$ cat src/rtl/clk_div_ctrl_pkg.sv
// Shared types for the clock-divider controller.
//   constants : FSM state encoding for clk_div_ctrl.
//   wires     : config record (half-period minus 1, enable) that bus-side
//               config registers can hold and drive straight onto the cfg port.
package constants;
  typedef enum logic [1:0] {
    STOP = 2'd0,
    RUN  = 2'd1,
    PEND = 2'd2
  } clk_div_ctrl_state_t;
endpackage


$ cat src/rtl/clk_div_ctrl_if.sv
// Config handshake for clk_div_ctrl.
//   cfg_valid : request from the bus side
//   cfg_ready : controller can take a config (low while one is pending)
//   cfg_half  : new half-period minus 1
//   cfg_en    : 1 = run with cfg_half, 0 = stop
interface clk_div_ctrl_if #(
  parameter int W = 10
);
  logic         cfg_valid;
  logic         cfg_ready;
  logic [W-1:0] cfg_half;
  logic         cfg_en;

  modport master (output cfg_valid, output cfg_half, output cfg_en, input cfg_ready);
  modport slave  (input cfg_valid, input cfg_half, input cfg_en, output cfg_ready);
endinterface

$ cat src/rtl/clk_div_ctrl.sv
// Runtime-reconfigurable clock divider. Produces clock_per (idles high) and a
// one-cycle tick on each rising edge of clock_per. New ratios and start/stop
// requests arrive over the cfg handshake and are applied only at the end of a
// low phase, so clock_per never emits a short phase.
//   clock     : system clock
//   reset     : asynchronous, active-low
//   cfg       : config handshake (slave side)
//   clock_per : divided clock
//   tick      : pulse in the first cycle of every high phase
//   running   : 1 in RUN or PEND
//   cur_half  : half-period minus 1 currently in effect
//
// state | meaning
// ------+---------------------------------------------------------------
// STOP  | divider halted, clock_per held high, count held at 0
// RUN   | dividing with half, ready for a new config
// PEND  | dividing with half, a config waits for the next low->high edge
module clk_div_ctrl
  import constants::*;
#(
  parameter int MAX_DIV      = 1024,
  parameter int DEFAULT_HALF = 49,
  localparam int W           = $clog2(MAX_DIV)
) (
  input  logic          clock,
  input  logic          reset,
  clk_div_ctrl_if.slave cfg,
  output logic          clock_per,
  output logic          tick,
  output logic          running,
  output logic [W-1:0]  cur_half
);

  clk_div_ctrl_state_t state, state_n;
  logic [W-1:0] count, count_n;
  logic [W-1:0] half, half_n;
  logic [W-1:0] pend_half, pend_half_n;
  logic         pend_en, pend_en_n;
  logic         clock_per_n;
  logic         tick_n;
  logic         ready;
  logic         accept;
  logic         at_top;
  logic         boundary;

  assign ready         = (state != PEND);
  assign cfg.cfg_ready = ready;
  assign accept        = cfg.cfg_valid & ready;
  assign running       = (state != STOP);
  assign cur_half      = half;
  assign at_top        = (count == half);
  // End of the low phase: the output is about to rise.
  assign boundary      = at_top & ~clock_per;

  always_ff @(posedge clock or negedge reset) begin
    if (!reset) begin
      state     <= RUN;
      count     <= '0;
      half      <= W'(DEFAULT_HALF);
      pend_half <= '0;
      pend_en   <= 1'b0;
      clock_per <= 1'b1;
      tick      <= 1'b0;
    end else begin
      state     <= state_n;
      count     <= count_n;
      half      <= half_n;
      pend_half <= pend_half_n;
      pend_en   <= pend_en_n;
      clock_per <= clock_per_n;
      tick      <= tick_n;
    end
  end

  always_comb begin
    state_n     = state;
    count_n     = count;
    half_n      = half;
    pend_half_n = pend_half;
    pend_en_n   = pend_en;
    clock_per_n = clock_per;
    tick_n      = 1'b0;

    case (state)
      STOP: begin
        count_n     = '0;
        clock_per_n = 1'b1;
        if (accept) begin
          half_n = cfg.cfg_half;
          if (cfg.cfg_en) state_n = RUN;
        end
      end
      RUN, PEND: begin
        if (at_top) begin
          count_n     = '0;
          clock_per_n = ~clock_per;
          tick_n      = ~clock_per;
        end else begin
          count_n = count + W'(1);
        end
        // A config accepted on a boundary cycle lands in PEND after that
        // boundary has already been taken, so it waits a full period.
        if (state == RUN && accept) begin
          pend_half_n = cfg.cfg_half;
          pend_en_n   = cfg.cfg_en;
          state_n     = PEND;
        end
        if (state == PEND && boundary) begin
          half_n  = pend_half;
          state_n = pend_en ? RUN : STOP;
        end
      end
      default: state_n = RUN;
    endcase
  end

endmodule

$ cat src/flat_wrapper.sv
// flat-port wrapper written by rule: the top's interface ports become plain ports
module clk_div_ctrl_flat import constants::*;
#(
  parameter int MAX_DIV      = 1024,
  parameter int DEFAULT_HALF = 49,
  localparam int W           = $clog2(MAX_DIV)
)
  (clock, reset, clock_per, tick, running, cur_half, cfg_cfg_valid, cfg_cfg_half, cfg_cfg_en, cfg_cfg_ready);
  clk_div_ctrl_if #(.W(10)) cfg_i ();
  input  logic clock;
  input  logic reset;
  output logic clock_per;
  output logic tick;
  output logic running;
  output logic [W-1:0] cur_half;
  input wire logic [$bits(cfg_i.cfg_valid)-1:0] cfg_cfg_valid;
  input wire logic [$bits(cfg_i.cfg_half)-1:0] cfg_cfg_half;
  input wire logic [$bits(cfg_i.cfg_en)-1:0] cfg_cfg_en;
  output wire logic [$bits(cfg_i.cfg_ready)-1:0] cfg_cfg_ready;
  assign cfg_i.cfg_valid = cfg_cfg_valid;
  assign cfg_i.cfg_half = cfg_cfg_half;
  assign cfg_i.cfg_en = cfg_cfg_en;
  assign cfg_cfg_ready = cfg_i.cfg_ready;
  clk_div_ctrl #(.MAX_DIV(MAX_DIV), .DEFAULT_HALF(DEFAULT_HALF)) u_core (.clock(clock), .reset(reset), .cfg(cfg_i), .clock_per(clock_per), .tick(tick), .running(running), .cur_half(cur_half));
endmodule
$ cat config.mk
export PLATFORM = sky130hd
export DESIGN_NAME = clk_div_ctrl_flat
export DESIGN_NICKNAME = d
export VERILOG_FILES = /design/src/rtl/clk_div_ctrl_pkg.sv /design/src/rtl/clk_div_ctrl_if.sv /design/src/rtl/clk_div_ctrl.sv /design/src/flat_wrapper.sv
export SDC_FILE = /design/constraint.sdc
export NUM_CORES = 1
export LEC_CHECK = 0
export BUFFER_PORTS_ARGS = -buffer_cell sky130_fd_sc_hd__buf_2
export CELL_PAD_IN_SITES_DETAIL_PLACEMENT = 1
export CELL_PAD_IN_SITES_GLOBAL_PLACEMENT = 2
export CORE_ASPECT_RATIO = 1.4
export CORE_UTILIZATION = 30
export CTS_BUF_LIST = sky130_fd_sc_hd__clkbuf_4 sky130_fd_sc_hd__clkbuf_8 sky130_fd_sc_hd__clkbuf_16
export DETAILED_ROUTE_END_ITERATION = 10
export PLACE_DENSITY = 0.77
export SETUP_SLACK_MARGIN = 0.5
export SKIP_CTS_REPAIR_TIMING = 1
export SLEW_MARGIN = 20
export SYNTH_ARGS = -nofsm -noshare
export SYNTH_HDL_FRONTEND = slang
export SYNTH_SLANG_ARGS = --single-unit
$ cat constraint.sdc
create_clock -name clock -period 3.7 [get_ports clock]
set_input_delay 0.37 -clock clock [delete_from_list [all_inputs] [get_ports clock]]
set_output_delay 0.37 -clock clock [all_outputs]
set_load 0.05 [all_outputs]
# [Word level (Yosys, flattened, before mapping)]
# Index checks and enable logic that the tools add are counted.
[classes] addsub=1 n_eq_ne=9 muxes=15 bitwise=3 reduce_logical=10
[ops] operator="10-bit one-hot mux with 2 select lines" count=2
[ops] operator="10-bit 2-to-1 mux" count=3
[ops] operator="10-bit by 1-bit adder with 10-bit output (second input constant)" count=1
[ops] operator="10-bit equality test" count=1
[ops] operator="2-bit 2-to-1 mux" count=4
[ops] operator="2-bit by 1-bit != test with 1-bit output (second input constant)" count=3
[ops] operator="3-bit AND reduction" count=2
[ops] operator="1-bit 2-to-1 mux" count=4
[ops] operator="2-bit != test (second input constant)" count=2
[ops] operator="2-bit one-hot mux with 2 select lines" count=1
[ops] operator="2-bit AND reduction" count=2
[ops] operator="2-bit nonzero test" count=2
[ops] operator="3-bit by 1-bit != test with 1-bit output (second input constant)" count=1
[ops] operator="1-bit AND" count=2
[ops] operator="2-bit by 1-bit equality test with 1-bit output (second input constant)" count=1
[ops] operator="2-bit equality test (second input constant)" count=1
[ops] operator="1-bit logical AND" count=2
[ops] operator="2-bit logical NOT" count=1
[ops] operator="1-bit one-hot mux with 2 select lines" count=1
[ops] operator="2-bit OR reduction" count=1
[ops] operator="1-bit inverter" count=1
[word_totals] regBits=35 input_bits=14 output_inout_bits=14 elab_cells=45

# [Logic depth before layout (Yosys ltp)]
# Gate-level depths: netlist of run 1.
[logic_depth] depth_word=6 depth_mapped=7 mapped_depth_nobuf=7

# [Least setup slack after synthesis of run 1]
# No wires, ideal clock.
[synth_timing] path_type="reg2reg" start="register u_core.state[0]" end="register u_core.half[8], in the netlist u_core.cur_half[8]" setup_ns=0.125 t_arrival_ns=2.013 setup_slack_ns=1.562 stages_incl_launch_ff=7 n_path_buf=2 period_less_slack_ns=2.138 cell_sequence="dfstp_2 inv_1 ha_1 clkbuf_1 buf_1 mux2_2 mux2_4"
[synth_via] elab_chain_len=4
[synth_rtl] element="start: declaration" line_no="clk_div_ctrl.sv:34" source="clk_div_ctrl_state_t state, state_n;"
[synth_rtl] element="start signal: assignment" line_no="clk_div_ctrl.sv:65" source="state <= state_n;"
[synth_rtl] element="2-bit equality test, or another cell as far along" line_no="clk_div_ctrl.sv:84, clk_div_ctrl.sv:108"
[synth_rtl] element="2-bit OR reduction, or another cell as far along" line_no="clk_div_ctrl.sv:84" source="case (state)"
[synth_rtl] element="2-bit by 1-bit != test with 1-bit output (no line) / 2-bit nonzero test (equally long branches)"
[synth_rtl] element="3-bit AND reduction (no line)"
[synth_rtl] element="end signal: assignment" line_no="clk_div_ctrl.sv:59" source="half <= W'(DEFAULT_HALF);"
[synth_rtl] element="end signal: assignment" line_no="clk_div_ctrl.sv:67" source="half <= half_n;"
[synth_rtl] element="end: declaration" line_no="clk_div_ctrl.sv:36" source="logic [W-1:0] half, half_n;"
# Several ways; a longest one is shown, not always the timed one.
# A chain may end at the register's enable or synchronous reset.

# [Worst setup path after layout of run 1]
[layout_timing] start="register u_core.state[0]" end="register u_core.pend_half[2]"
[layout_via] elab_chain_len=4
[layout_rtl] element="2-bit != test" line_no="clk_div_ctrl.sv:46" source="assign ready = (state != PEND);"
[layout_rtl] element="1-bit AND" line_no="clk_div_ctrl.sv:48" source="assign accept = cfg.cfg_valid & ready;"
[layout_rtl] element="1-bit logical AND" line_no="clk_div_ctrl.sv:103" source="if (state == RUN && accept) begin"
[layout_rtl] element="2-bit AND reduction (no line) *"
[layout_rtl] element="end signal: assignment" line_no="clk_div_ctrl.sv:68" source="pend_half <= pend_half_n;"
[layout_rtl] element="end: declaration" line_no="clk_div_ctrl.sv:37" source="logic [W-1:0] pend_half, pend_half_n;"
# Mark *: on every way between the ends. The rest lies on a longest branch, timed or not.

==> qor.txt, run 1 <==
final antenna-violating net count - 0
YS warnings - 0
R2R Path End - u_core.pend_half[2]$_DFFE_PN0P_
FP Rows - 33
final number of setup-violating endpoints - 0
PD cells - 1030 nW/µm²
Layout Nets - 205
Avg WL per Cell - 15.9 µm
Async SR Flop Fraction - 1.00
flop2flop setup slack - 1290 ps
DRT Pass-1 Iters - 3
Area Growth Syn to Fin - 18.1%
synthesized cell area - 1840 µm²
Crit Path Max Fanout - 16
pin count of the biggest net entering global routing - 36
Post-synth EDFFs - 0
Static Leak - 0.939 nW
initial core utilization - 0.313
outcome - complete, no violations
GRT Util Overall - 0.147
vias in the first global route - 1,413
Core ar. - 5860 µm²
RSZ-0062 raised after global routing - false
Synth Instances - 157
CTS tree - yes
Fillers - 644
final period utilization - 0.652
Yosys reg bits - 35
Die Wd - 68.1 µm
multi-input logic area - 898 µm²
sequential cell area fraction in the yosys report - 0.480
Max IR drop VDD - 0.516 mV
max-slew headroom at the worst pin - 0.470
initial antenna violation count - 0
Max Cap Violations - 0
CTS buffer count - 5
syn avg cell area - 11.7 µm²
port bufs - 27
layout cell share with drive strength beyond 1 - 0.401
startpoint types - register
synth top area cells - dfrtp_1 41%, mux2_2 18%, xnor2_1 7.6%, dfstp_2 7.2%, ha_1 3.4%
top cell type by total area after synthesis - dfrtp_1
GRT Residual Overflow - 0
Critical Path AT - 2580 ps
worst hold path class - in2async
worst clock skew - 8.10 ps
Post-DP HPWL - 3.01 mm
DRC viols - 0
Layout Cells excl Fill - 257
CP Class - reg2reg
Root Driver - clkbuf_8
Finished Core Util - 0.370
H-tree depth - 2
clock tree sinks - 35
storage element area - 882 µm²
die footprint - 6440 µm²
Die H - 94.6 µm
Fmax - 0.415 GHz
fin. max-slew vios - 0
Diodes inserted - 0
Vias - 1,275
Longest Clk Path Bufs - 2
area share of the largest cell type after synthesis - 0.409
count of cell types in the netlist - 32
placed instance count - 249
initial DRC count - 12
Primary FF master, synth - dfrtp_1
first-pass GRT wire length - 6.81 mm
I/O pins - 28
Reg2Reg Depth - 4
final WL - 4.09 mm
final setup TNS - 0 ps
Clock Pin Slew Worst Setup and Hold Paths - 80 ps
Worst Path Required - 3870 ps
Reg-to-Reg Start - u_core.state[0]$_DFFE_PN1P_
min Tclk post-route - 2410 ps
Clk Latency, worst-skew pair - 290 ps
Post-Syn Nets - 176
Worst setup EP type - register
worst-margin pin slew - 795 ps
most frequent cells in the layout - 30 x mux2_2, 30 x dfrtp_1, 27 x buf_2, 16 x xnor2_1, 11 x nand2_1
final hold violation count - 0
GPL Wtd Cong - 0.764
Vias/cell - 4.96
==> metrics by stage <==
step                      power (mW)  cell area, µm²  hold slack [ps]  setup WS (ps)
after global placement          1.82            2030              483           1350
after CTS                       2.27            2170              182           1220
after floorplan                 1.58            1840             74.4           1560
after detailed placement        1.84            2030              494           1230
after global routing            2.38            2170              213           1030
final                           2.23            2170              159           1290
==> state kept, by name (all words and copies together) (netlist names) <==
name / count
u_core.count: 10
u_core.cur_half: 10
u_core.pend_half: 10
u_core.state: 2
u_core.clock_per: 1
u_core.pend_en: 1
u_core.tick: 1
==> cell families (layout without fill, tap and decap cells) <==
kind of cell | Yosys count | in the layout | synth area share
AOI/OAI and AO/OA | 16 | 16 | 0.0640
xor gates and xnor gates | 16 | 16 | 0.0763
adders and majority gates | 5 | 5 | 0.0341
buffers and inverters | 13 | 43 | 0.0307
DFF | 35 | 35 | 0.480
muxes | 32 | 32 | 0.198
and+or+nand+nor | 40 | 40 | 0.117
==> where the power goes <==
part / internal [mW] / switching (mW)
clock: 0.269 / 0.147
sequential: 0.555 / 0.130
combinational: 0.473 / 0.658
==> critical path, cell delays in order (launching register included) <==
cell	delay [ps]
dfstp_2	550
inv_1	70
ha_1	660
nand3_1	560
mux2_2	450
==> worst max path at each step <==
stage	from	endpoint	slack [ps]	cells after the start
6_report	u_core.state[0]$_DFFE_PN1P_	u_core.pend_half[2]$_DFFE_PN0P_	1290	4
5_1_grt	u_core.state[0]$_DFFE_PN1P_	u_core.pend_half[2]$_DFFE_PN0P_	1030	4
3_3_place_gp	u_core.state[0]$_DFFE_PN1P_	u_core.pend_en$_DFFE_PN0P_	1350	4
3_5_place_dp	u_core.state[0]$_DFFE_PN1P_	u_core.pend_half[2]$_DFFE_PN0P_	1230	4
2_1_floorplan	u_core.state[0]$_DFFE_PN1P_	u_core.cur_half[8]$_DFFE_PN0P_	1560	6
4_1_cts	u_core.state[0]$_DFFE_PN1P_	u_core.pend_half[2]$_DFFE_PN0P_	1220	4
==> Yosys cell counts (all sizes together), types with 5 or more instances <==
library cell,number
mux2,31
dfrtp,30
xnor2,16
nand2,11
inv,8
nor3,8
nor2,7
a21oi,5
dfstp,5
ha,5
o21ai,5
==> cell type report <==
class | instances | area share
Multi-Input combinational cell | 109 | 0.414
Sequential cell | 35 | 0.407
Timing Repair Buffer | 27 | 0.0623
Tap cell | 70 | 0.0404
Clock buffer | 5 | 0.0317
Clock inverter | 3 | 0.0311
Inverter | 8 | 0.0138
==> per-layer routing <==
metal / track usage / vias up / part of all wire
met2: 0.243 / 30 / 0.52
met4: 0.0799 / 0 / 0.030
met1: 0.167 / 635 / 0.41
met5: 0 / - / 0
met3: 0.0386 / 11 / 0.040
li1: - / 599 / -
No activity file was read; power rests on OpenSTA's default activity.
==> inputs of run 2 (changes only) <==
--- a/config.mk
+++ b/config.mk
@@ -5,6 +5,7 @@
 export SDC_FILE = /design/constraint.sdc
 export NUM_CORES = 1
 export LEC_CHECK = 0
+export ABC_AREA = 1
 export BUFFER_PORTS_ARGS = -buffer_cell sky130_fd_sc_hd__buf_2
 export CELL_PAD_IN_SITES_DETAIL_PLACEMENT = 1
 export CELL_PAD_IN_SITES_GLOBAL_PLACEMENT = 2
@@ -12,7 +13,7 @@
 export CORE_UTILIZATION = 30
 export CTS_BUF_LIST = sky130_fd_sc_hd__clkbuf_4 sky130_fd_sc_hd__clkbuf_8 sky130_fd_sc_hd__clkbuf_16
 export DETAILED_ROUTE_END_ITERATION = 10
-export PLACE_DENSITY = 0.77
+export PLACE_DENSITY = 0.84
 export SETUP_SLACK_MARGIN = 0.5
 export SKIP_CTS_REPAIR_TIMING = 1
 export SLEW_MARGIN = 20
==> constraint.sdc (replaced) <==
create_clock -name clock -period 2.4 [get_ports clock]
set_input_delay 0.24 -clock clock [delete_from_list [all_inputs] [get_ports clock]]
set_output_delay 0.24 -clock clock [all_outputs]
set_load 0.05 [all_outputs]
==> run 2 against run 1 <==
Non-clock buffer count grew 1. Critical endpoint is now u_core.cur_half[6]$_DFFE_PN0P_. Fmax grew 36%. Flip-flop and latch count is the same. Total power grew 39%. Highest routed layer unchanged. First-iteration DRC count grew to 3.1 times the previous value. Global-route usage shrank 0.82 points. Register-to-register slack lost 670 ps. Wire length grew 2.9%. Worst setup slack lost 670 ps. Via count grew 27%.
==> qor.txt, run 2 <==
outcome - complete, no violations
placed instance count - 347
sequential cell area fraction in the yosys report - 0.443
Async SR Flop Fraction - 1.00
most instantiated library cell after synthesis - nand2_1
Final WS setup - 620 ps
CP Class - reg2reg
FP Rows - 34
port bufs - 27
top cell type by total area after synthesis - dfrtp_1
Primary FF master, synth - dfrtp_1
Area Growth Syn to Fin - 14.2%
Fillers - 792
final setup TNS - 0 ps
Core ar. - 6300 µm²
Layout Cells excl Fill - 355
GRT Residual Overflow - 0
Clock Pin Slew Worst Setup and Hold Paths - 80 ps
Vias/cell - 4.55
synthesized cell area - 1990 µm²
Worst setup EP type - register
Worst Path Required - 2580 ps
final antenna-violating net count - 0
max-slew headroom at the worst pin - 0.485
final WL - 4.21 mm
CTS buffer count - 5
adder-cell share of the synthesized area - 0.0314
Die Wd - 70.8 µm
CTS tree - yes
PD cells - 1360 nW/µm²
fin. max-slew vios - 0
max incr delay on CP - 550 ps
Synth Instances - 256
Vias - 1,615
syn avg cell area - 7.77 µm²
Post-synth EDFFs - 0
DRT Pass-1 Iters - 6
I/O pins - 28
flop2flop setup slack - 620 ps
worst clock skew - 11.8 ps
Critical Path AT - 1960 ps
final number of setup-violating endpoints - 0
GPL Wtd Cong - 0.822
clock tree sinks - 35
Die H - 98.4 µm
Finished Core Util - 0.361
Crit Path Max Fanout - 20
worst-margin pin slew - 773 ps
synth cell count leaders - 73 x nand2_1, 32 x inv_1, 30 x dfrtp_1, 27 x nor2_1, 15 x o21ai_0
Clk Latency, worst-skew pair - 300 ps
Slowest cell on crit path - dfstp_2
largest family of logic cells by synthesized area - simple AND/OR/NAND/NOR gates
Crit path top cell by count - nand2_1
Post-Syn Nets - 275
area share of the largest cell type after synthesis - 0.377
Diodes inserted - 0
YS warnings - 0
worst hold path class - in2async
commonest non-fill, non-tap cell in the layout - nand2_1
Post-DP HPWL - 3.27 mm
Max Cap Violations - 0
most frequent cells in the layout - 72 x nand2_1, 31 x inv_1, 30 x dfrtp_1, 27 x buf_2, 26 x nor2_1
Fmax - 0.562 GHz
Static Leak - 1.15 nW
Synth Area in Compound Gates - 0.128
pin count of the biggest net entering global routing - 36
Max IR drop VDD - 0.438 mV
synth top area cells - dfrtp_1 38%, nand2_1 14%, dfstp_2 6.6%, inv_1 6.0%, nor2_1 5.1%
count of cell types in the netlist - 26
Root Driver - clkbuf_8
vias in the first global route - 1,665
Synth Area in Simple Gates - 0.253
Longest Clk Path Bufs - 2
Layout Nets - 301
worst hold margin - 17.5 ps
startpoint types - register
die footprint - 6970 µm²
layout cell share with drive strength beyond 1 - 0.233
Synth Area in XOR/XNOR - 0.0484
mux share of post-synthesis cell area - 0
Avg WL per Cell - 11.8 µm
pre-CTS WS - 410 ps
RSZ-0062 raised after global routing - false
initial core utilization - 0.316
Yosys reg bits - 35
GRT Util Overall - 0.139
H-tree depth - 2
final period utilization - 0.742
initial antenna violation count - 0
initial DRC count - 37
DRC viols - 0
first-pass GRT wire length - 7.49 mm
cells along the critical path - inv_1, ha_1, clkinvlp_4, nand2_1, a21oi_1, nand2_4, nand2_1, o21ai_2
final hold violation count - 0
min Tclk post-route - 1780 ps
## run 2: changes by cell type in the layout (fill, tap and decap cells not counted), moves of 10 or more
| cell | change |
|---|---|
| inv_1 | +23 |
| o21ai_2 | +10 |
| xnor2_1 | -12 |
| nor2_1 | +19 |
| mux2_2 | -30 |
| nand2_1 | +61 |
| o21ai_0 | +10 |
## run 2: critical path: cells and delay by family (launching register included)
family / cells / cell delay [ps]
AOI/OAI and AO/OA: 2 / 310
and+or+nand+nor: 3 / 440
DFF: 1 / 550
adders and majority gates: 1 / 220
buffers and inverters: 2 / 150
## run 2: path summary, 6_finish.rpt
| kind | start | end | cells after the start |
|---|---|---|---|
| max | u_core.state[0]$_DFFE_PN1P_ | u_core.cur_half[6]$_DFFE_PN0P_ | 8 |
| min | reset | u_core.cur_half[7]$_DFFE_PN0P_ | 1 |
| max reg2reg | u_core.state[0]$_DFFE_PN1P_ | u_core.cur_half[6]$_DFFE_PN0P_ | 8 |
| min reg2reg | u_core.pend_half[9]$_DFFE_PN0P_ | u_core.pend_half[9]$_DFFE_PN0P_ | 2 |
| max in group asynchronous | reset | u_core.tick$_DFF_PN0_ | 1 |
| min in group clock | cfg_cfg_half[5] | u_core.pend_half[5]$_DFFE_PN0P_ | 3 |
## run 2: final cells by class
class / instances / area, µm² / area share
Sequential cell: 35 / 882 / 0.388
Tap cell: 72 / 90.1 / 0.0396
Inverter: 34 / 131 / 0.0578
Clock inverter: 2 / 13.8 / 0.00606
Multi-Input combinational cell: 178 / 936 / 0.412
Timing Repair Buffer: 28 / 143 / 0.0628
Clock buffer: 6 / 76.3 / 0.0336
## run 2: logic make-up (layout without fill, tap and decap cells)
kind of cell,Yosys count,count (layout)
compound gates,41,41
xor+xnor,11,11
fa+ha+maj,5,5
buf+inv,43,70
flops,35,35
simple gates,121,121
## run 2: report_power, final
group / total (mW) / internal, mW / switching, mW
sequential: 1.02 / 0.824 / 0.192
clock: 0.436 / 0.216 / 0.220
combinational: 1.65 / 0.509 / 1.14
total: 3.10 / 1.55 / 1.55
## run 2: per-stage QoR
| step | area [µm²] | total power, mW |
|---|---|---|
| after floorplan | 1990 | 2.38 |
| final | 2270 | 3.10 |
| after global placement | 2160 | 2.64 |
| after CTS | 2250 | 3.13 |
| after global routing | 2270 | 3.39 |
| after detailed placement | 2160 | 2.69 |
## run 2: per-layer routing
metal  vias to the layer above  wire, µm  GRT usage
li1                        844         -          -
met1                       747      1840      0.155
met2                        16      2180      0.246
met3                         8        78     0.0227
met4                         0       107     0.0785
met5                         -         0          0
